### config.mk
export PLATFORM = sky130hd
export DESIGN_NAME = led_pattern_engine_flat
export DESIGN_NICKNAME = d
export VERILOG_FILES = /design/src/rtl/led_pkg.sv /design/src/rtl/led_pattern_engine_if.sv /design/src/rtl/step_divider.sv /design/src/rtl/led_pattern_engine.sv /design/src/flat_wrapper.sv
export SDC_FILE = /design/constraint.sdc
export NUM_CORES = 1
export LEC_CHECK = 0
export BUFFER_PORTS_ARGS = -buffer_cell sky130_fd_sc_hd__clkbuf_2
export CAP_MARGIN = 0
export CORE_ASPECT_RATIO = 0.75
export CORE_MARGIN = 3
export CORE_UTILIZATION = 54
export CTS_CLUSTER_SIZE = 40
export DETAILED_ROUTE_END_ITERATION = 16
export MAX_ROUTING_LAYER = met4
export PLACE_DENSITY = 0.73
export SLEW_MARGIN = 20
export SYNTH_ARGS = -nofsm -noshare
export SYNTH_HDL_FRONTEND = slang
export SYNTH_SLANG_ARGS = --single-unit
### constraint.sdc
create_clock -name clk_fpga -period 4.27 [get_ports clk_fpga]
set_input_delay 0 -clock clk_fpga [delete_from_list [all_inputs] [get_ports clk_fpga]]
set_output_delay 0 -clock clk_fpga [all_outputs]
set_load 0.03 [all_outputs]
### src/rtl/led_pkg.sv
// rtl/led_pkg.sv - shared types and divider helper for the LED celebration engine
package led_pkg;

    typedef enum logic [1:0] {
        FILL   = 2'd0,
        SCROLL = 2'd1,
        BOUNCE = 2'd2,
        BLINK  = 2'd3
    } led_mode_e;

    typedef enum logic {
        IDLE = 1'b0,
        RUN  = 1'b1
    } led_state_e;

    function automatic int calc_div(int clk_hz, int step_hz);
        return clk_hz / step_hz;
    endfunction

endpackage

### src/rtl/led_pattern_engine_if.sv
// rtl/led_pattern_engine_if.sv - run request, pattern select and LED outputs of the engine
interface led_pattern_engine_if #(
    parameter int N_LEDS = 16
) ();
    logic              game_over;
    logic [1:0]        mode;
    logic [N_LEDS-1:0] led;
    logic              cycle_done;

    modport master (output game_over, output mode, input led, input cycle_done);
    modport slave  (input game_over, input mode, output led, output cycle_done);
endinterface

### src/rtl/step_divider.sv
// rtl/step_divider.sv - prescaler producing one tick every DIV cycles, held at zero by clr
module step_divider #(
    parameter int DIV = 1
) (
    input  logic clk_fpga,
    input  logic rst_n,
    input  logic clr,
    output logic tick
);
    localparam int CW = (DIV > 1) ? $clog2(DIV) : 1;

    logic [CW-1:0] cnt_q, cnt_d;

    assign tick = !clr && (cnt_q == CW'(DIV - 1));

    always_comb begin
        cnt_d = cnt_q + 1'b1;
        if (clr || tick) begin
            cnt_d = '0;
        end
    end

    always_ff @(posedge clk_fpga) begin
        if (!rst_n) begin
            cnt_q <= '0;
        end else begin
            cnt_q <= cnt_d;
        end
    end
endmodule

### src/rtl/led_pattern_engine.sv
// rtl/led_pattern_engine.sv - end-of-game LED pattern engine; BOUNCE pattern built only with LED_BOUNCE_EN
module led_pattern_engine
    import led_pkg::*;
#(
    parameter int N_LEDS  = 16,
    parameter int CLK_HZ  = 100_000_000,
    parameter int STEP_HZ = 10
) (
    input  logic                 clk_fpga,
    input  logic                 rst_n,
    led_pattern_engine_if.slave  io
);
    localparam int DIV = calc_div(CLK_HZ, STEP_HZ);
    localparam int PW  = $clog2(N_LEDS);

    typedef logic [PW-1:0] pos_t;
    localparam pos_t LAST = pos_t'(N_LEDS - 1);

    led_state_e        state_q, state_d;
    led_mode_e         mode_q, mode_d;
    pos_t              pos_q, pos_d;
    logic [N_LEDS-1:0] led_q, led_d;
    logic              done_q, done_d;
    logic              tick;
`ifdef LED_BOUNCE_EN
    logic              dir_q, dir_d;  // 0 = rising, 1 = falling
`endif

    step_divider #(.DIV(DIV)) u_div (
        .clk_fpga (clk_fpga),
        .rst_n    (rst_n),
        .clr      (state_q == IDLE),
        .tick     (tick)
    );

    function automatic logic [N_LEDS-1:0] frame(led_mode_e m, pos_t p);
        logic [N_LEDS-1:0] f;
        for (int i = 0; i < N_LEDS; i++) begin
            case (m)
                FILL:    f[i] = (i <= int'(p));
                BLINK:   f[i] = (p == '0);
                default: f[i] = (i == int'(p));
            endcase
        end
        return f;
    endfunction

    always_comb begin
        state_d = state_q;
        mode_d  = mode_q;
        pos_d   = pos_q;
        led_d   = led_q;
        done_d  = 1'b0;
`ifdef LED_BOUNCE_EN
        dir_d   = dir_q;
`endif
        case (state_q)
            IDLE: begin
                led_d = '0;
                pos_d = '0;
`ifdef LED_BOUNCE_EN
                dir_d = 1'b0;
`endif
                if (io.game_over) begin
                    state_d = RUN;
                    mode_d  = led_mode_e'(io.mode);
                    led_d   = frame(mode_d, '0);
                end
            end
            default: begin
                // Dropping game_over wins over a coincident tick.
                if (!io.game_over) begin
                    state_d = IDLE;
                    led_d   = '0;
                    pos_d   = '0;
`ifdef LED_BOUNCE_EN
                    dir_d   = 1'b0;
`endif
                end else if (tick) begin
                    case (mode_q)
                        BLINK:   pos_d = (pos_q == '0) ? pos_t'(1) : '0;
`ifdef LED_BOUNCE_EN
                        BOUNCE: begin
                            pos_d = dir_q ? pos_q - 1'b1 : pos_q + 1'b1;
                            dir_d = (pos_d == LAST) ? 1'b1 : ((pos_d == '0) ? 1'b0 : dir_q);
                        end
`endif
                        default: pos_d = (pos_q == LAST) ? '0 : pos_q + 1'b1;
                    endcase
                    led_d  = frame(mode_q, pos_d);
                    done_d = (pos_d == '0);
                end
            end
        endcase
    end

    always_ff @(posedge clk_fpga) begin
        if (!rst_n) begin
            state_q <= IDLE;
            mode_q  <= FILL;
            pos_q   <= '0;
            led_q   <= '0;
            done_q  <= 1'b0;
`ifdef LED_BOUNCE_EN
            dir_q   <= 1'b0;
`endif
        end else begin
            state_q <= state_d;
            mode_q  <= mode_d;
            pos_q   <= pos_d;
            led_q   <= led_d;
            done_q  <= done_d;
`ifdef LED_BOUNCE_EN
            dir_q   <= dir_d;
`endif
        end
    end

    assign io.led        = led_q;
    assign io.cycle_done = done_q;
endmodule

### src/flat_wrapper.sv
// flat-port wrapper written by rule: the top's interface ports become plain ports
module led_pattern_engine_flat import led_pkg::*;
#(
    parameter int N_LEDS  = 16,
    parameter int CLK_HZ  = 100_000_000,
    parameter int STEP_HZ = 10
)
  (clk_fpga, rst_n, io_game_over, io_mode, io_led, io_cycle_done);
  led_pattern_engine_if #(.N_LEDS(N_LEDS)) io_i ();
  input  logic clk_fpga;
  input  logic rst_n;
  input wire logic [$bits(io_i.game_over)-1:0] io_game_over;
  input wire logic [$bits(io_i.mode)-1:0] io_mode;
  output wire logic [$bits(io_i.led)-1:0] io_led;
  output wire logic [$bits(io_i.cycle_done)-1:0] io_cycle_done;
  assign io_i.game_over = io_game_over;
  assign io_i.mode = io_mode;
  assign io_led = io_i.led;
  assign io_cycle_done = io_i.cycle_done;
  led_pattern_engine #(.N_LEDS(N_LEDS), .CLK_HZ(CLK_HZ), .STEP_HZ(STEP_HZ)) u_core (.clk_fpga(clk_fpga), .rst_n(rst_n), .io(io_i));
endmodule
==> reports/results.ini, run 1 <==
[synth]
synth_area_leaders = dfxtp_1 (38%), nor2_1 (7.2%), xor2_1 (4.9%), nand2_1 (4.6%), a21oi_1 (3.6%)
synth-seq-cells = 48
synth_nets = 320
yosysSeqAreaShare_pct = 38.4
synth_top_cell_area_share_pct = 38.4
ys_async_sr_fraction_pct = 0
syn_inst = 310
synth_edf_count = 0
postSynthAreaPerCell_um2 = 8.08
synth_area_mm2 = 0.00250
yosysWarnings = 0
ys_top_cells_by_count = dfxtp_1 (48), nor2_1 (48), nand2_1 (31)
yosysUniqueCellTypes = 53
synthFlopType = dfxtp_1
yosysTopAreaCell = dfxtp_1

[timing]
setup_ws_ps = 1660
timing.final.crit_period_ps = 2610
slew_violations = 0
fin_skew_ps = 6.15
rsz0062_at_grt = no
final.setup.tns_ps = 0
hold_viol = 0
slew-limit-headroom_pct = 43.4
setup_violations = 0
fmax_mhz = 383
worst_pin_slew_ps = 847
fin_crit_sh_pct = 61.1

[grt]
first_global_vias = 2081
grt_max_degree = 23
grt_pass1_wl_mm = 10.4
antenna_found_initial = 0
overflow = 0
track_usage_pct = 23.9

[cts]
tritoncts = done
post_cts_resized = 0
clk_pin_slew_ps = 90
cts_root_buf = clkbuf_8
clock_latency_ps = 300
cts.sinks = 48
cts_buffer_depth = 2
cts_hold_buf = 2
cts_setup_buffers = 0
cts_max_level = 2
cts_made_buffers = 5

[run_status]
outcome = finished clean

[pwr]
total_power_mw = 0.872
power_density_mw_per_mm2 = 316
p_leak_nw = 0.972
ir_drop_mv = 0.233

[die]
coreArea_mm2 = 0.00425
ios = 22
initial_core_util_pct = 58.9
rows = 20
fp.dieArea_mm2 = 0.00550
die_h_um = 65.0
fp.dieW_um = 84.6

[detailed_routing]
drt-initial-drc-count = 205
route.met2.wl_mm = 2.29
via_per_inst = 6.04
wl_mm = 5.92
dr.pass1.iters = 5
ant_nets = 0
vias = 2327
route.met3.wl_um = 527
maxUsedRoutingLayer = met4
wirelength_met1_mm = 3.08
route.detailed.drc = 0
wl_per_cell_um = 15.4

[placement]
place_area_mm2 = 0.00262
hpwl_mm = 4.31
pre_cts_ws_ps = 1850
place_congestion = 0.968
io_buffers = 21

[finish]
syn2layout_area_growth_pct = 10.2
nets = 339
multi_input_area_mm2 = 0.00145
antenna_cells = 0
nFillCells = 361
regArea_um2 = 961
design_area_mm2 = 0.00276
drive_gt1_share_pct = 13.3

[worst_setup_path]
cp-start-kind = register
path_max_fanout = 21
crit_required_ps = 4400
arrival_ps = 2740
cp-end-kind = register
crit_type = register to register

[run]
cap_violations = 0

[min_path]
hold_path.class = input pin to register

==> logic make-up (layout without fill, tap and decap cells) <==
logic type | count (synthesis) | in the layout | synth area share [%]
and+or+nand+nor | 147 | 147 | 30.1
muxes | 1 | 1 | 0.400
adders and majority gates | 5 | 5 | 2.50
xor gates and xnor gates | 20 | 20 | 7.00
buffers and inverters | 20 | 40 | 3.75
AOI/OAI and AO/OA | 69 | 69 | 17.9
DFF | 48 | 48 | 38.4
==> critical path, stage by stage (launching register included) <==
cell      delay, ps
dfxtp_1         340
ha_1            560
a311oi_1        150
a31oi_1         580
nand2_1         220
nor4_1          590
==> power by group <==
| part | total (mW) | switching [mW] | internal (mW) |
|---|---|---|---|
| Clock | 0.343 | 0.151 | 0.192 |
| Combinational | 0.0690 | 0.0484 | 0.0205 |
| Sequential | 0.460 | 0.00512 | 0.455 |
| Total | 0.872 | 0.205 | 0.667 |
==> per-layer routing <==
metal  vias to the layer above  GRT usage, %
li1                       1149             -
met1                      1063          38.4
met2                       111          30.8
met3                         4          4.32
met4                         0          3.75
met5                         -             -
==> cell type report <==
type / instances / area share (%)
Timing Repair Buffer: 23 / 4.54
Tap cell: 55 / 2.49
Multi-Input combinational cell: 242 / 52.5
Inverter: 9 / 1.22
Clock buffer: 6 / 2.99
Clock inverter: 2 / 1.41
Sequential cell: 48 / 34.8
==> final timing paths <==
path	slack (ps)	start	cells after the start	end
min	60	io_game_over	3	u_core.state_q
max	1660	u_core.mode_q[0]	5	u_core.io.cycle_done
max reg2reg	1660	u_core.mode_q[0]	5	u_core.io.cycle_done
min reg2reg	460	u_core.u_div.cnt_q[0]	1	u_core.u_div.cnt_q[0]
==> through the flow <==
step / cells / util, % / hold slack (ps)
6_report: 385 / 64.9 / 62.0
5_1_grt: 385 / 64.9 / 83.9
4_1_cts: 385 / 64.9 / 51.2
3_5_place_dp: 375 / 61.5 / 297
3_3_place_gp: 375 / 61.5 / 285
2_1_floorplan: 310 / - / 128
==> registers in the layout (all words and copies together), names as in the netlist <==
register	count
u_core.u_div.cnt_q	24
u_core.io.led	16
u_core.pos_q	4
u_core.mode_q	2
u_core.io.cycle_done	1
u_core.state_q	1
==> placed cells by master, fill, tap and decap left out, types with 3 or more instances in the layout <==
master    count
or3_1         5
nand4_1       5
and3_1        3
xor2_1       14
a21oi_1      18
a31oi_1       7
nor2_1       48
nand3_1      17
o22ai_1       3
clkbuf_8      6
nand2b_1      6
inv_1         9
o21ai_1       4
dfxtp_1      48
o21ai_0      17
clkbuf_2     21
xnor2_1       6
ha_1          5
or2_2         3
nor3_1        7
nor4_1        5
o221a_1       3
o221a_2       3
nor2b_1       4
nand2_1      31
Note: power is estimated with default switching activity, not from simulation.
==> inputs of run 2 (changes only) <==
--- a/config.mk
+++ b/config.mk
@@ -5,6 +5,7 @@
 export SDC_FILE = /design/constraint.sdc
 export NUM_CORES = 1
 export LEC_CHECK = 0
+export ABC_AREA = 1
 export BUFFER_PORTS_ARGS = -buffer_cell sky130_fd_sc_hd__clkbuf_2
 export CAP_MARGIN = 0
 export CORE_ASPECT_RATIO = 0.75
==> constraint.sdc (replaced) <==
create_clock -name clk_fpga -period 2.45 [get_ports clk_fpga]
set_input_delay 0 -clock clk_fpga [delete_from_list [all_inputs] [get_ports clk_fpga]]
set_output_delay 0 -clock clk_fpga [all_outputs]
set_load 0.03 [all_outputs]
==> reports/results.ini, run 2 <==
[run_status]
outcome = finished clean

[worst_setup_path]
crit_chain = ha_1 > nand2_1 > nor2_4 > nand3_2 > nor3_2 > nand2_1 > nand2_1 > buf_4 > nor3b_1
path_max_fanout = 15  ; -29%
cp-end-kind = register
rr_worst_depth = 9  ; +4
worst_path_most_repeated_cell = nand2_1
crit_required_ps = 2650  ; -1750 ps
regToRegSetupSlack_ps = 420  ; -1240 ps
max_stage_delay_ps = 430  ; -160 ps
crit_type = register to register
cp-endpoint = u_core.u_div.cnt_q[2]
cpMaxStageDelayCell = nand2_1
worstReg2RegEnd = u_core.u_div.cnt_q[2]
arrival_ps = 2230  ; -510 ps
cp-start-kind = register
critPathLaunch = u_core.u_div.cnt_q[0]
r2r-start = u_core.u_div.cnt_q[0]

[timing]
rsz0062_at_grt = no
fmax_mhz = 493  ; +29%
setup_ws_ps = 422  ; -1240 ps
worst_pin_slew_ps = 519  ; -328 ps
hold_viol = 0  ; unchanged
timing.final.crit_period_ps = 2030  ; -583 ps
setup_violations = 0  ; unchanged
slew-limit-headroom_pct = 65.0  ; +22 points
final.setup.tns_ps = 0  ; unchanged
fin_skew_ps = 3.99  ; -2.15 ps
slew_violations = 0  ; unchanged
fin_crit_sh_pct = 82.8  ; +22 points

[cts]
cts_root_buf = clkbuf_8
cts_buffer_depth = 2  ; unchanged
clk_pin_slew_ps = 90  ; about the same
post_cts_resized = 0  ; unchanged
cts_setup_buffers = 0  ; unchanged
clock_latency_ps = 300  ; about the same
cts_made_buffers = 5  ; unchanged
cts_max_level = 2  ; unchanged
cts.sinks = 48  ; unchanged
cts_hold_buf = 2  ; unchanged
tritoncts = done

[die]
fp.dieW_um = 86.8  ; +2.6%
initial_core_util_pct = 57.5  ; -1.3 points
die_h_um = 66.6  ; +2.5%
coreArea_mm2 = 0.00460  ; +8.1%
ios = 22  ; unchanged
fp.dieArea_mm2 = 0.00578  ; +5.2%
rows = 21  ; +5.0%

[placement]
io_buffers = 21  ; unchanged
place_area_mm2 = 0.00279  ; +6.7%
hpwl_mm = 4.60  ; +6.5%
place_congestion = 0.966  ; -0.21%
pre_cts_ws_ps = 436  ; -1410 ps

[finish]
largest_register = u_core.u_div.cnt_q
final_cell_mix = nand2_1 (84), dfxtp_1 (48), nor2_1 (44)
syn2layout_area_growth_pct = 10.4
nets = 428  ; +26%
antenna_cells = 0  ; unchanged
final_common_cell = nand2_1
design_area_mm2 = 0.00292  ; +5.9%
drive_gt1_share_pct = 13.4  ; +0.032 points
largest_reg_flops = 24  ; unchanged
nFillCells = 446  ; +24%

[synth]
yosysWarnings = 0  ; unchanged
synthFlopType = dfxtp_1
yosysTopAreaCell = dfxtp_1
yosysSeqAreaShare_pct = 36.3  ; -2.1 points
synth_area_leaders = dfxtp_1 (36%), nand2_1 (12%), a21oi_1 (6.2%), nor2_1 (6.2%), inv_1 (5.7%)
synth_nets = 405  ; +27%
syn_inst = 395  ; +27%
yosysUniqueCellTypes = 36  ; -32%
synth-seq-cells = 48  ; unchanged
synth_top_cell_area_share_pct = 36.3  ; -2.1 points
ys_top_cells_by_count = nand2_1 (84), dfxtp_1 (48), nor2_1 (44)
postSynthAreaPerCell_um2 = 6.70  ; -17%
synth_area_mm2 = 0.00265  ; +5.6%
synth.most_common_cell = nand2_1
synth_edf_count = 0  ; unchanged
ys_async_sr_fraction_pct = 0  ; unchanged

[detailed_routing]
drt-initial-drc-count = 214  ; +4.4%
via_per_inst = 5.56  ; -8.0%
route.detailed.drc = 0  ; unchanged
wl_per_cell_um = 13.0  ; -16%
wl_mm = 6.18  ; +4.3%
dr.pass1.iters = 5  ; unchanged
ant_nets = 0  ; unchanged
vias = 2648  ; +14%

[pwr]
p_leak_nw = 1.14  ; +18%
ir_drop_mv = 0.386  ; +65%
power_density_mw_per_mm2 = 522  ; +65%

[grt]
first_global_vias = 2199  ; +5.7%
grt_pass1_wl_mm = 10.4  ; +0.46%
grt_max_degree = 20  ; -13%
antenna_found_initial = 0  ; unchanged
track_usage_pct = 23.3  ; -0.60 points
overflow = 0  ; unchanged

[min_path]
hold_path.class = input pin to register

[run]
cap_violations = 0  ; unchanged

==> run 2: worst min-delay path by stage <==
stage | endpoint | cells past startpoint | slack [ps] | start
after global placement | u_core.state_q | 3 | 260 | io_game_over
after global routing | u_core.mode_q[0] | 3 | 90 | io_mode[0]
final | u_core.mode_q[0] | 3 | 6 | io_mode[0]
after CTS | u_core.mode_q[0] | 3 | 3 | io_mode[0]
after floorplan | u_core.state_q | 2 | 120 | io_game_over
after detailed placement | u_core.state_q | 3 | 270 | io_game_over
==> run 2: cells by family after synthesis <==
logic type,synth area share (%)
buf+inv,8.32
flops,36.3
xor+xnor,1.32
fa+ha+maj,2.37
simple gates,37.1
compound gates,14.6
==> run 2: per-stage QoR <==
step / std cells / hold slack (ps) / utilization (%) / power [mW]
after detailed placement: 466 / 271 / 60.7 / 0.975
final: 476 / 5.94 / 63.5 / 1.53
after floorplan: 395 / 119 / - / 0.937
after global routing: 476 / 86.8 / 63.5 / 1.59
after CTS: 476 / 3.26 / 63.5 / 1.54
after global placement: 466 / 262 / 60.7 / 0.974
==> run 2: routing by layer <==
metal / wire length, um / track usage [%]
met4: 45 / 6.23
met3: 476 / 5.19
met1: 3530 / 37.7
met2: 2120 / 27.4
met5: 0 / -
==> run 2: critical path, delay by kind of cell (launching register included) <==
family	cells	cell delay, ps
flops	1	360
buf+inv	1	250
simple gates	7	1130
fa+ha+maj	1	170
==> run 2: power by group <==
| group | leakage (nW) | internal [mW] | switching [mW] | total (mW) |
|---|---|---|---|---|
| combinational | 0.699 | 0.0460 | 0.110 | 0.156 |
| clock | 0.0552 | 0.303 | 0.261 | 0.564 |
| sequential | 0.390 | 0.797 | 0.00924 | 0.806 |
==> run 2: cell type report <==
| class | count | area [um^2] | share of cell area [%] |
|---|---|---|---|
| Clock buffer | 6 | 72.6 | 2.49 |
| Multi-Input combinational cell | 291 | 1460 | 50.1 |
| Sequential cell | 48 | 961 | 32.9 |
| Inverter | 47 | 176 | 6.04 |
| Timing Repair Buffer | 25 | 140 | 4.80 |
| Clock inverter | 2 | 35.0 | 1.20 |
| Tap cell | 57 | 71.3 | 2.44 |
==> inputs of run 3 (changes only) <==
--- a/config.mk
+++ b/config.mk
@@ -5,7 +5,7 @@
 export SDC_FILE = /design/constraint.sdc
 export NUM_CORES = 1
 export LEC_CHECK = 0
-export ABC_AREA = 1
+export ABC_AREA = 0
 export BUFFER_PORTS_ARGS = -buffer_cell sky130_fd_sc_hd__clkbuf_2
 export CAP_MARGIN = 0
 export CORE_ASPECT_RATIO = 0.75
==> constraint.sdc (replaced) <==
create_clock -name clk_fpga -period 1.94 [get_ports clk_fpga]
set_input_delay 0 -clock clk_fpga [delete_from_list [all_inputs] [get_ports clk_fpga]]
set_output_delay 0 -clock clk_fpga [all_outputs]
set_load 0.03 [all_outputs]
==> reports/results.ini, run 3 (synthesis results as in run 1) <==
[pwr]
pwr-share-comb_pct = 10.8  ; +0.6 points
clkPwrFrac_pct = 35.7  ; -1.3 points
power_density_mw_per_mm2 = 570  ; +9.1%
ir_drop_mv = 0.523  ; +35%
internal_power_mw = 1.41  ; +23%
p_switching_mw = 0.484  ; +28%
p_seq_share_pct = 53.4  ; +0.6 points
p_leak_nw = 1.24  ; +8.4%
p_sw_share_pct = 25.6  ; +0.68 points

[finish]
nets = 387  ; -9.6%
postLayoutCoreUtil_pct = 78.2  ; +15 points
final_common_cell = nor2_1
syn2layout_area_growth_pct = 32.9
drive_gt1_share_pct = 32.5  ; +19 points
final_cell_mix = nor2_1 (47), dfxtp_1 (44), buf_4 (41)
largest_reg_flops = 24  ; unchanged
largest_register = u_core.u_div.cnt_q
design_area_mm2 = 0.00333  ; +14%
antenna_cells = 0  ; unchanged

[detailed_routing]
route.detailed.drc = 0  ; unchanged
drt-initial-drc-count = 162  ; -24%
vias = 2571  ; -2.9%
wl_per_cell_um = 16.6  ; +28%
dr.pass1.iters = 6  ; +1
via_per_inst = 5.94  ; +6.7%
ant_nets = 0  ; unchanged
wl_mm = 7.18  ; +16%

[die]
coreArea_mm2 = 0.00425  ; -7.5%
ios = 22  ; unchanged
fp.dieW_um = 84.6  ; -2.5%
rows = 20  ; -4.8%
die_h_um = 65.0  ; -2.5%
fp.dieArea_mm2 = 0.00550  ; -4.9%
initial_core_util_pct = 58.9  ; +1.3 points

[timing]
setup_ws_ps = -44.4  ; -466 ps
worst_pin_slew_ps = 678  ; +159 ps
timing.final.crit_period_ps = 1980  ; -43.5 ps
slew_violations = 0  ; unchanged
rsz0062_at_grt = yes
slew-limit-headroom_pct = 54.8  ; -10 points
hold_viol = 0  ; unchanged
setup_violations = 10  ; +10
fin_skew_ps = 2.68  ; -1.31 ps
fmax_mhz = 504  ; +2.2%
final.setup.tns_ps = -300  ; -300 ps
fin_crit_sh_pct = 102  ; +20 points

[cts]
cts_max_level = 2  ; unchanged
cts_buffer_depth = 2  ; unchanged
clk_pin_slew_ps = 90  ; about the same
clock_latency_ps = 300  ; about the same
cts_made_buffers = 5  ; unchanged
cts.sinks = 48  ; unchanged
tritoncts = done
cts_root_buf = clkbuf_8

[grt]
track_usage_pct = 26.0  ; +2.7 points
grt_pass1_wl_mm = 11.2  ; +7.6%
grt_max_degree = 23  ; +15%
first_global_vias = 2254  ; +2.5%
overflow = 0  ; unchanged
antenna_found_initial = 0  ; unchanged

[placement]
place_area_mm2 = 0.00297  ; +6.4%
hpwl_mm = 4.89  ; +6.4%
place_congestion = 1.02  ; +5.2%
io_buffers = 21  ; unchanged

[worst_setup_path]
worstReg2RegEnd = u_core.pos_q[2]
crit_required_ps = 2180  ; -470 ps
path_max_fanout = 7  ; -8
r2r-start = u_core.u_div.cnt_q[16]
critPathLaunch = u_core.u_div.cnt_q[16]
regToRegSetupSlack_ps = -40  ; -470 ps
rr_worst_depth = 6  ; -3
cp-end-kind = register
arrival_ps = 2220  ; about the same
cp-endpoint = u_core.pos_q[2]
crit_type = register to register
cp-start-kind = register

[run_status]
outcome = complete, but fails checks
violations = setup timing

[min_path]
hold_path.class = input pin to register

[run]
cap_violations = 0  ; unchanged

==> run 3: changes by cell type in the layout (fill, tap and decap cells not counted), sizes merged, moves of 9 or more <==
| cell | before | now |
|---|---|---|
| nand2 | 91 | 31 |
| buf | 2 | 48 |
| inv | 46 | 9 |
| a21oi | 34 | 18 |
| nand3 | 31 | 18 |
| xor2 | 2 | 14 |
| nor3 | 18 | 7 |
| o21ai | 30 | 21 |
==> run 3: per-layer routing <==
layer,vias to the layer above,share of wire (%),GRT usage [%]
li1,1242,-,-
met1,1218,49,39.6
met2,105,42,34.7
met3,6,7.9,5.97
met4,0,0.53,5.34
met5,-,0,-
==> run 3: critical path, stage by stage, from the launching register on <==
cell and delay [ps]:
dfxtp_1 320, or4_4 540, nor4_4 270, nand4_1 160, buf_6 190, or3_1 320
a21oi_2 110
==> run 3: cell type report <==
class / count / area, um^2
clock inverters: 1 / 5.00
inverters: 9 / 33.8
well taps: 55 / 68.8
clock buffers: 7 / 97.6
flip-flops and latches: 48 / 968
multi-input cells: 242 / 1630
fillers: 305 / 927
repair buffers: 71 / 520
==> run 3: power groups by stage <==
stage	combinational (mW)	clock, mW	sequential [mW]
6_report	0.205	0.677	1.01
5_1_grt	0.218	0.721	1.02
4_1_cts	0.178	0.684	1.01
3_5_place_dp	0.173	0	1.03
3_3_place_gp	0.174	0	1.03
2_1_floorplan	0.0829	0	1.06
==> run 3: how the worst min path moves through the flow <==
stage	slack [ps]	cells after the start	end	startpoint
2_1_floorplan	130	1	u_core.mode_q[0]	rst_n
3_3_place_gp	270	3	u_core.mode_q[1]	io_mode[1]
3_5_place_dp	280	3	u_core.mode_q[0]	io_mode[0]
4_1_cts	60	3	u_core.state_q	io_game_over
5_1_grt	130	3	u_core.state_q	io_game_over
6_report	120	3	u_core.state_q	io_game_over
==> run 3: per-stage QoR <==
step / power (mW) / setup slack [ps] / hold WS [ps] / cells
floorplan: 1.14 / 7.36 / 128 / 310
global placement: 1.21 / 19.2 / 267 / 418
detailed placement: 1.21 / -16.8 / 278 / 418
CTS: 1.87 / 0.00999 / 61.8 / 428
global route: 1.95 / -132 / 126 / 433
finish: 1.90 / -44.4 / 123 / 433
==> run 3: what timing repair did <==
item,4_1_cts,5_1_grt
endpoints found under the setup margin,3,20
resized for setup,4,43
hold buffers,2,0
pin swaps,1,20
gates cloned,0,1
setup buffers,0,4
endpoints found under the hold margin,2,0
